--- src/rtl/led_bar_remapper.sv ---
// Streaming signed-sample to LED-board remapper: 3-stage valid/ready pipeline with sign, magnitude,
// deadzone, clamping and one-hot/bar encoding. Define REMAP_AVG_EN to add a moving-average front end.
module led_bar_remapper #(
  parameter int unsigned IN_W     = 16,
  parameter int unsigned LEDS     = 10,
  parameter int unsigned DEAD     = 8,
  parameter int unsigned SHIFT    = 4,
  parameter int unsigned AVG_LOG2 = 2
) (
  input  logic                   clk,
  input  logic                   rst_n,
  input  logic signed [IN_W-1:0] in_data,
  input  logic                   in_valid,
  output logic                   in_ready,
  input  logic                   bar_mode,
  input  logic                   flush,
  output logic                   out_valid,
  input  logic                   out_ready,
  output logic        [IN_W-1:0] out_abs,
  output logic                   out_neg,
  output logic        [LEDS-1:0] board_posit
);

  localparam int unsigned HALF = LEDS / 2;
  localparam int unsigned QW   = $clog2(HALF + 1);
  localparam logic [IN_W-1:0] AbsMax = {1'b0, {(IN_W-1){1'b1}}};
  localparam logic [IN_W-1:0] NegMin = {1'b1, {(IN_W-1){1'b0}}};

  logic stall, accept;
  assign stall    = out_valid && !out_ready;
  assign in_ready = !stall;
  assign accept   = in_valid && in_ready;

  logic signed [IN_W-1:0] avg_d;

`ifdef REMAP_AVG_EN
  localparam int unsigned Depth = 2 ** AVG_LOG2;
  localparam int unsigned SW    = IN_W + AVG_LOG2;

  logic signed [IN_W-1:0]     hist_q [Depth];
  logic        [AVG_LOG2-1:0] ptr_q;
  logic signed [SW-1:0]       sum_q, sum_base, oldest, sum_next;

  // Flush zeroes the history before the incoming sample is folded in.
  always_comb begin
    sum_base = flush ? '0 : sum_q;
    oldest   = flush ? '0 : SW'(hist_q[ptr_q]);
    sum_next = sum_base + SW'(in_data) - oldest;
    avg_d    = IN_W'(sum_next >>> AVG_LOG2);
  end

  always_ff @(posedge clk or negedge rst_n) begin
    if (!rst_n) begin
      for (int i = 0; i < int'(Depth); i++) hist_q[i] <= '0;
      ptr_q <= '0;
      sum_q <= '0;
    end else begin
      if (flush) begin
        for (int i = 0; i < int'(Depth); i++) hist_q[i] <= '0;
      end
      if (accept) begin
        hist_q[ptr_q] <= in_data;
        ptr_q         <= ptr_q + AVG_LOG2'(1);
        sum_q         <= sum_next;
      end else if (flush) begin
        sum_q <= '0;
      end
    end
  end
`else
  logic unused_avg_cfg;
  assign unused_avg_cfg = ^{flush, AVG_LOG2[0]};
  assign avg_d          = in_data;
`endif

  // Stage 1: averaged sample and captured display mode
  logic                   s1_valid_q, s1_bar_q;
  logic signed [IN_W-1:0] s1_avg_q;

  always_ff @(posedge clk or negedge rst_n) begin
    if (!rst_n) begin
      s1_valid_q <= 1'b0;
      s1_avg_q   <= '0;
      s1_bar_q   <= 1'b0;
    end else if (!stall) begin
      s1_valid_q <= in_valid;
      if (in_valid) begin
        s1_avg_q <= avg_d;
        s1_bar_q <= bar_mode;
      end
    end
  end

  // Stage 2: sign, saturated magnitude and clamped step count
  logic            s2_neg_d;
  logic [IN_W-1:0] s2_abs_d, diff, step;
  logic [QW-1:0]   s2_q_d;

  always_comb begin
    s2_neg_d = s1_avg_q[IN_W-1];
    if (s1_avg_q == NegMin) begin
      s2_abs_d = AbsMax;
    end else if (s2_neg_d) begin
      s2_abs_d = -s1_avg_q;
    end else begin
      s2_abs_d = s1_avg_q;
    end
    diff = s2_abs_d - IN_W'(DEAD);
    step = (diff >> SHIFT) + IN_W'(1);
    if (s2_abs_d <= IN_W'(DEAD)) begin
      s2_q_d = '0;
    end else if (step >= IN_W'(HALF)) begin
      s2_q_d = QW'(HALF);
    end else begin
      s2_q_d = QW'(step);
    end
  end

  logic            s2_valid_q, s2_neg_q, s2_bar_q;
  logic [IN_W-1:0] s2_abs_q;
  logic [QW-1:0]   s2_q_q;

  always_ff @(posedge clk or negedge rst_n) begin
    if (!rst_n) begin
      s2_valid_q <= 1'b0;
      s2_neg_q   <= 1'b0;
      s2_bar_q   <= 1'b0;
      s2_abs_q   <= '0;
      s2_q_q     <= '0;
    end else if (!stall) begin
      s2_valid_q <= s1_valid_q;
      if (s1_valid_q) begin
        s2_neg_q <= s2_neg_d;
        s2_bar_q <= s1_bar_q;
        s2_abs_q <= s2_abs_d;
        s2_q_q   <= s2_q_d;
      end
    end
  end

  // Stage 3 encode: bit 0 is the most negative LED; the centre sits between HALF-1 and HALF
  logic [LEDS-1:0] board_d;

  always_comb begin
    int qi, hi;
    qi      = int'(s2_q_q);
    hi      = int'(HALF);
    board_d = '0;
    if (qi != 0) begin
      for (int i = 0; i < int'(LEDS); i++) begin
        if (s2_bar_q) begin
          board_d[i] = s2_neg_q ? (i >= hi - qi && i <= hi - 1)
                                : (i >= hi && i <= hi - 1 + qi);
        end else begin
          board_d[i] = s2_neg_q ? (i == hi - qi) : (i == hi - 1 + qi);
        end
      end
    end
  end

  always_ff @(posedge clk or negedge rst_n) begin
    if (!rst_n) begin
      out_valid   <= 1'b0;
      out_abs     <= '0;
      out_neg     <= 1'b0;
      board_posit <= '0;
    end else if (!stall) begin
      out_valid <= s2_valid_q;
      if (s2_valid_q) begin
        out_abs     <= s2_abs_q;
        out_neg     <= s2_neg_q;
        board_posit <= board_d;
      end
    end
  end

endmodule

--- config.mk ---
export PLATFORM = sky130hd
export DESIGN_NAME = led_bar_remapper
export DESIGN_NICKNAME = d
export VERILOG_FILES = /design/src/rtl/led_bar_remapper.sv
export SDC_FILE = /design/constraint.sdc
export NUM_CORES = 1
export LEC_CHECK = 0
export CAP_MARGIN = 10
export CORE_MARGIN = 2
export CORE_UTILIZATION = 49
export DETAILED_ROUTE_END_ITERATION = 8
export PLACE_DENSITY = 0.81
export SLEW_MARGIN = 40
export SYNTH_ARGS = -nofsm -noshare
export SYNTH_HDL_FRONTEND = slang
export SYNTH_SLANG_ARGS = --single-unit
--- constraint.sdc ---
create_clock -name clk -period 7.3 [get_ports clk]
set_input_delay 1.825 -clock clk [delete_from_list [all_inputs] [get_ports clk]]
set_output_delay 1.825 -clock clk [all_outputs]
set_load 0.02 [all_outputs]
After elaboration in Yosys (flattened, before gate mapping)
Index checks and enable logic that the tools add are counted.
{ "op_classes": {"addsub": 5, "magnitude_cmp": 12, "eq_ne": 19, "muxes": 35, "bitwise_logic": 1, "n_reduce_logical": 9} }
{ "op_table": {"columns": ["op", "count"], "rows": [
  ["$eq 4x32->1 const A", 4],
  ["$le 4x32->1 const A", 3],
  ["$eq 3x32->1 const A", 2],
  ["$le 5x32->1 const A", 2],
  ["$logic_not 32->1", 2],
  ["$eq 2x32->1 const A", 1],
  ["$eq 5x32->1 const A", 1],
  ["$mux 16", 2],
  ["$mux 1", 30],
  ["$eq 4x4->1 const A", 5],
  ["$eq 16x16->1 const B", 1],
  ["$le 16x4->1 const B", 1],
  ["$neg 16->16", 1],
  ["$sub 16x4->16 const B", 1],
  ["$add 12x1->13 const B", 1],
  ["$ge 13x3->1 const B", 1],
  ["$eq 5x4->1 const A", 2],
  ["$mux 10", 1],
  ["$eq 3x4->1 const A", 2],
  ["$ge 3x4->1 const A", 2],
  ["$mux 3", 2],
  ["$reduce_and 2->1", 3],
  ["$add 3x3->4 const A", 1],
  ["$eq 2x4->1 const A", 1],
  ["other kinds (8)", 9]
]} }
{ "word_totals": {"reg_bits": 68, "input_bits": 22, "out_inout_bits": 29, "word_cells": 93} }

Depth between registers and ports, before layout
{ "logic_depth": {"ltp_word": 8, "depth_mapped": 16, "depth_no_buf": 15} }

Worst setup path before layout
Ideal clock, no wire load.
{ "synth_timing": {"path_kind": "input-to-output", "startpoint": "input out_ready", "endpoint": "output in_ready", "arrival_ns": 2.240, "required_ns": 5.475, "path_slack_ns": 3.235, "path_stages": 2, "n_path_buf": 1, "path_cell_list": "nand2b_1 clkbuf_1"} }
{ "synth_between": {"elab_chain_len": 3} }
{ "synth_lines": {"columns": ["element", "line", "text"], "rows": [
  ["start, declared", "18", "input logic out_ready,"],
  ["$logic_not 1->1", "30", "assign stall = out_valid && !out_ready;"],
  ["$logic_and 1x1->1", "30", null],
  ["$logic_not 1->1", null, null],
  ["end, declared", "14", "output logic in_ready,"]
]} }
Every way passes these cells.

Final worst setup path
Same ends and word-level chain as after synthesis.

==> impl_metrics.json <==
{
  "async_flop_share": 1.00,
  "syn2layout_area_growth_pct": 19.3,
  "avgRoutedWirePerCell_um": 15.1,
  "grt_pass1_vias": 3004,
  "h-tree-depth": 3,
  "maxCapViolations": 0,
  "num_io_pins": 51,
  "grt_util_all_layers": 0.198,
  "clk_pin_slew_ns": 0.07,
  "die_h_um": 95.3,
  "min_period_over_period": 0.692,
  "hold_viol_final": 0,
  "seqPwrFrac": 0.334,
  "path_class": "in2out",
  "wl_um": 8240,
  "netlist_instances": 397,
  "synth_seq_area_share": 0.417,
  "total_power_mw": 2.01,
  "fmax_ghz": 0.198,
  "synth_flop_cell": "dfrtp_1",
  "slowest_delay_ns": 0.67,
  "antenna_found_initial": 0,
  "status": "completed",
  "avgSynthCellArea_sq_um": 10.3,
  "grt_max_degree": 69,
  "cp_max_fo": 8,
  "final_common_cell": "dfrtp_1",
  "utilization": 0.599,
  "final_cell_mix": "dfrtp_1, clkdlybuf4s50_1, mux2_2",
  "syn_area_sq_um": 4080,
  "drc": 0,
  "hpwl_um": 5970,
  "p_int_mw": 1.22,
  "cp_cell_sequence": "clkdlybuf4s50_1 > nand2b_1 > clkdlybuf4s50_1",
  "dp_cells": 528,
  "period_minus_slack_ns": 5.05,
  "drive_gt1_frac": 0.187,
  "overflow": 0,
  "cp_slowest_cell": "clkdlybuf4s50_1",
  "die_w_um": 95.3,
  "cp.arrival_ns": 3.22,
  "vias": 3172,
  "slew_headroom": 0.455,
  "synthTopCellsByArea": "dfrtp_1, mux2_2, nand2_1",
  "combPwrFrac": 0.459,
  "avgViaCountPerCell": 5.83,
  "coreArea_sq_um": 8130,
  "finalSetupViolations": 0,
  "cp_common_cell": "clkdlybuf4s50_1",
  "insertion_delay_ns": 0.35,
  "synth_edf_count": 0,
  "cts_tree": "built",
  "cts-root-buf": "clkbuf_8",
  "synth_nets": 429,
  "grt_pass1_wl_um": 14100,
  "initial_core_util": 0.502,
  "place_congestion": 0.880,
  "fin_tns_setup_ns": 0,
  "antenna-diode-count": 0,
  "dieArea_sq_um": 9070,
  "leakagePower_nw": 1.99,
  "numPortBuffers": 49,
  "final_antenna_net_count": 0,
  "cts_resized": 0,
  "dr.pass1.iters": 4,
  "clockBufferDepth": 2,
  "cts_sinks": 68,
  "cp-start-kind": "input pin",
  "placementRows": 33,
  "ys_ff_latch": 68,
  "synth_cell_types": 63,
  "synth_top_area_cell": "dfrtp_1",
  "fill_cells": 708,
  "cts.hold.buffers_added": 0,
  "yosys_warnings": 0,
  "clock_skew_ns": 0.0110,
  "required_ns": 5.48,
  "initialDrtViolationCount": 242,
  "power_density_nw_per_um2": 413,
  "synth_top_area_frac": 0.417,
  "fin_nets": 466,
  "clock_power_share": 0.208,
  "slew_viol_final": 0,
  "vdd_drop_max_v": 0.000187,
  "cts_buffers": 9,
  "tightest_slew_ns": 0.817,
  "cts_setup_buffers": 0,
  "switching_share": 0.394,
  "rsz0062_at_grt": "no",
  "holdCritPathClass": "reg2reg",
  "switchingPower_uw": 791,
  "end_kind": "primary output",
  "final_cells": 544
}
[synthesized netlist by cell type, drive strengths merged, types with 2 or more instances]
cell and n:
or3 2, a21o 5, dfrtp 68, o2111ai 2
nand3 9, o21a 2, o31ai 7, mux2 43
nor4 7, a22oi 5, o21ai 27, a41oi 3
nand2b 5, nor2b 10, and3 4, a31oi 7
o31a 2, xnor2 9, inv 10, a21oi 16
and2 3, mux2i 7, or4 2, a211oi 3
and4 3, nand2 37, nor4b 4, nor3b 4
nand4 7, nor2 18, ha 10, buf 10
xor2 9, nor3 6, o41ai 3, clkbuf 15
[metal layers]
layer	wire length [um]	vias up	global-route usage	part of all wire
li1	-	1527	-	-
met1	3700	1540	0.258	0.45
met2	4040	89	0.325	0.49
met3	340	16	0.0356	0.041
met4	157	0	0.0833	0.019
met5	0	-	0	0
[kinds of logic after synthesis]
kind of cell,Yosys count,synth area share
AO/OA/AOI/OAI,92,0.158
XOR/XNOR,18,0.0386
adder cells (fa/ha/maj),10,0.0307
buffers and inverters,35,0.0386
flip-flops,68,0.417
multiplexers,50,0.136
AND/OR/NAND/NOR,124,0.182
[layout make-up]
cell class                 instances  area, sq um  share of cell area
clock buffer                       9          124              0.0254
clock inverter                     7          146              0.0301
inverter                          10         37.5             0.00771
multi-input combinational        294         2220               0.457
sequential                        68         1700               0.350
tap                              105          131              0.0270
timing repair buffer              51          504               0.104
[stage by stage]
step | area, sq um | hold slack [ns] | worst slack [ns]
detailed placement | 4590 | 0.464 | 2.25
finish | 4870 | 0.476 | 2.25
global placement | 4590 | 0.451 | 2.28
global route | 4870 | 0.510 | 2.16
CTS | 4860 | 0.484 | 2.25
floorplan | 4080 | 0.436 | 3.24
[power by group through the flow]
stage | Clock, mW | Sequential, mW | Combinational, mW
2_1_floorplan | 0 | 0.690 | 0.624
3_3_place_gp | 0 | 0.666 | 0.893
3_5_place_dp | 0 | 0.677 | 0.923
4_1_cts | 0.426 | 0.670 | 0.928
5_1_grt | 0.444 | 0.697 | 1.02
6_report | 0.418 | 0.671 | 0.922
[worst paths after layout]
kind	start	end	slack (ns)	depth (start not counted)
max	out_ready	in_ready	2.25	3
max in group asynchronous	rst_n	s2_bar_q$_DFFE_PN0P_	5.31	2
min	board_posit[9]$_DFFE_PN0P_	board_posit[9]$_DFFE_PN0P_	0.48	2
min reg2reg	board_posit[9]$_DFFE_PN0P_	board_posit[9]$_DFFE_PN0P_	0.48	2
max reg2reg	s1_avg_q[15]$_DFFE_PN0P_	s2_q_q[2]$_DFFE_PN0P_	2.54	13
min in group asynchronous	rst_n	board_posit[0]$_DFFE_PN0P_	1.55	2
[sequential cells by signal (all words and copies together) (netlist names)]
signal and cells:
s2_valid_q 1, s1_avg_q 16, s2_bar_q 1, s2_q_q 3, s2_abs_q 16, out_abs 16
s1_valid_q 1, s2_neg_q 1, out_neg 1, s1_bar_q 1, board_posit 10, out_valid 1
[worst max-delay path: cells and delay by family]
kind	cells	cell delay, ns
AND/OR/NAND/NOR	1	0.28
buffers and inverters	2	1.12
No activity file was read; power rests on OpenSTA's default activity.
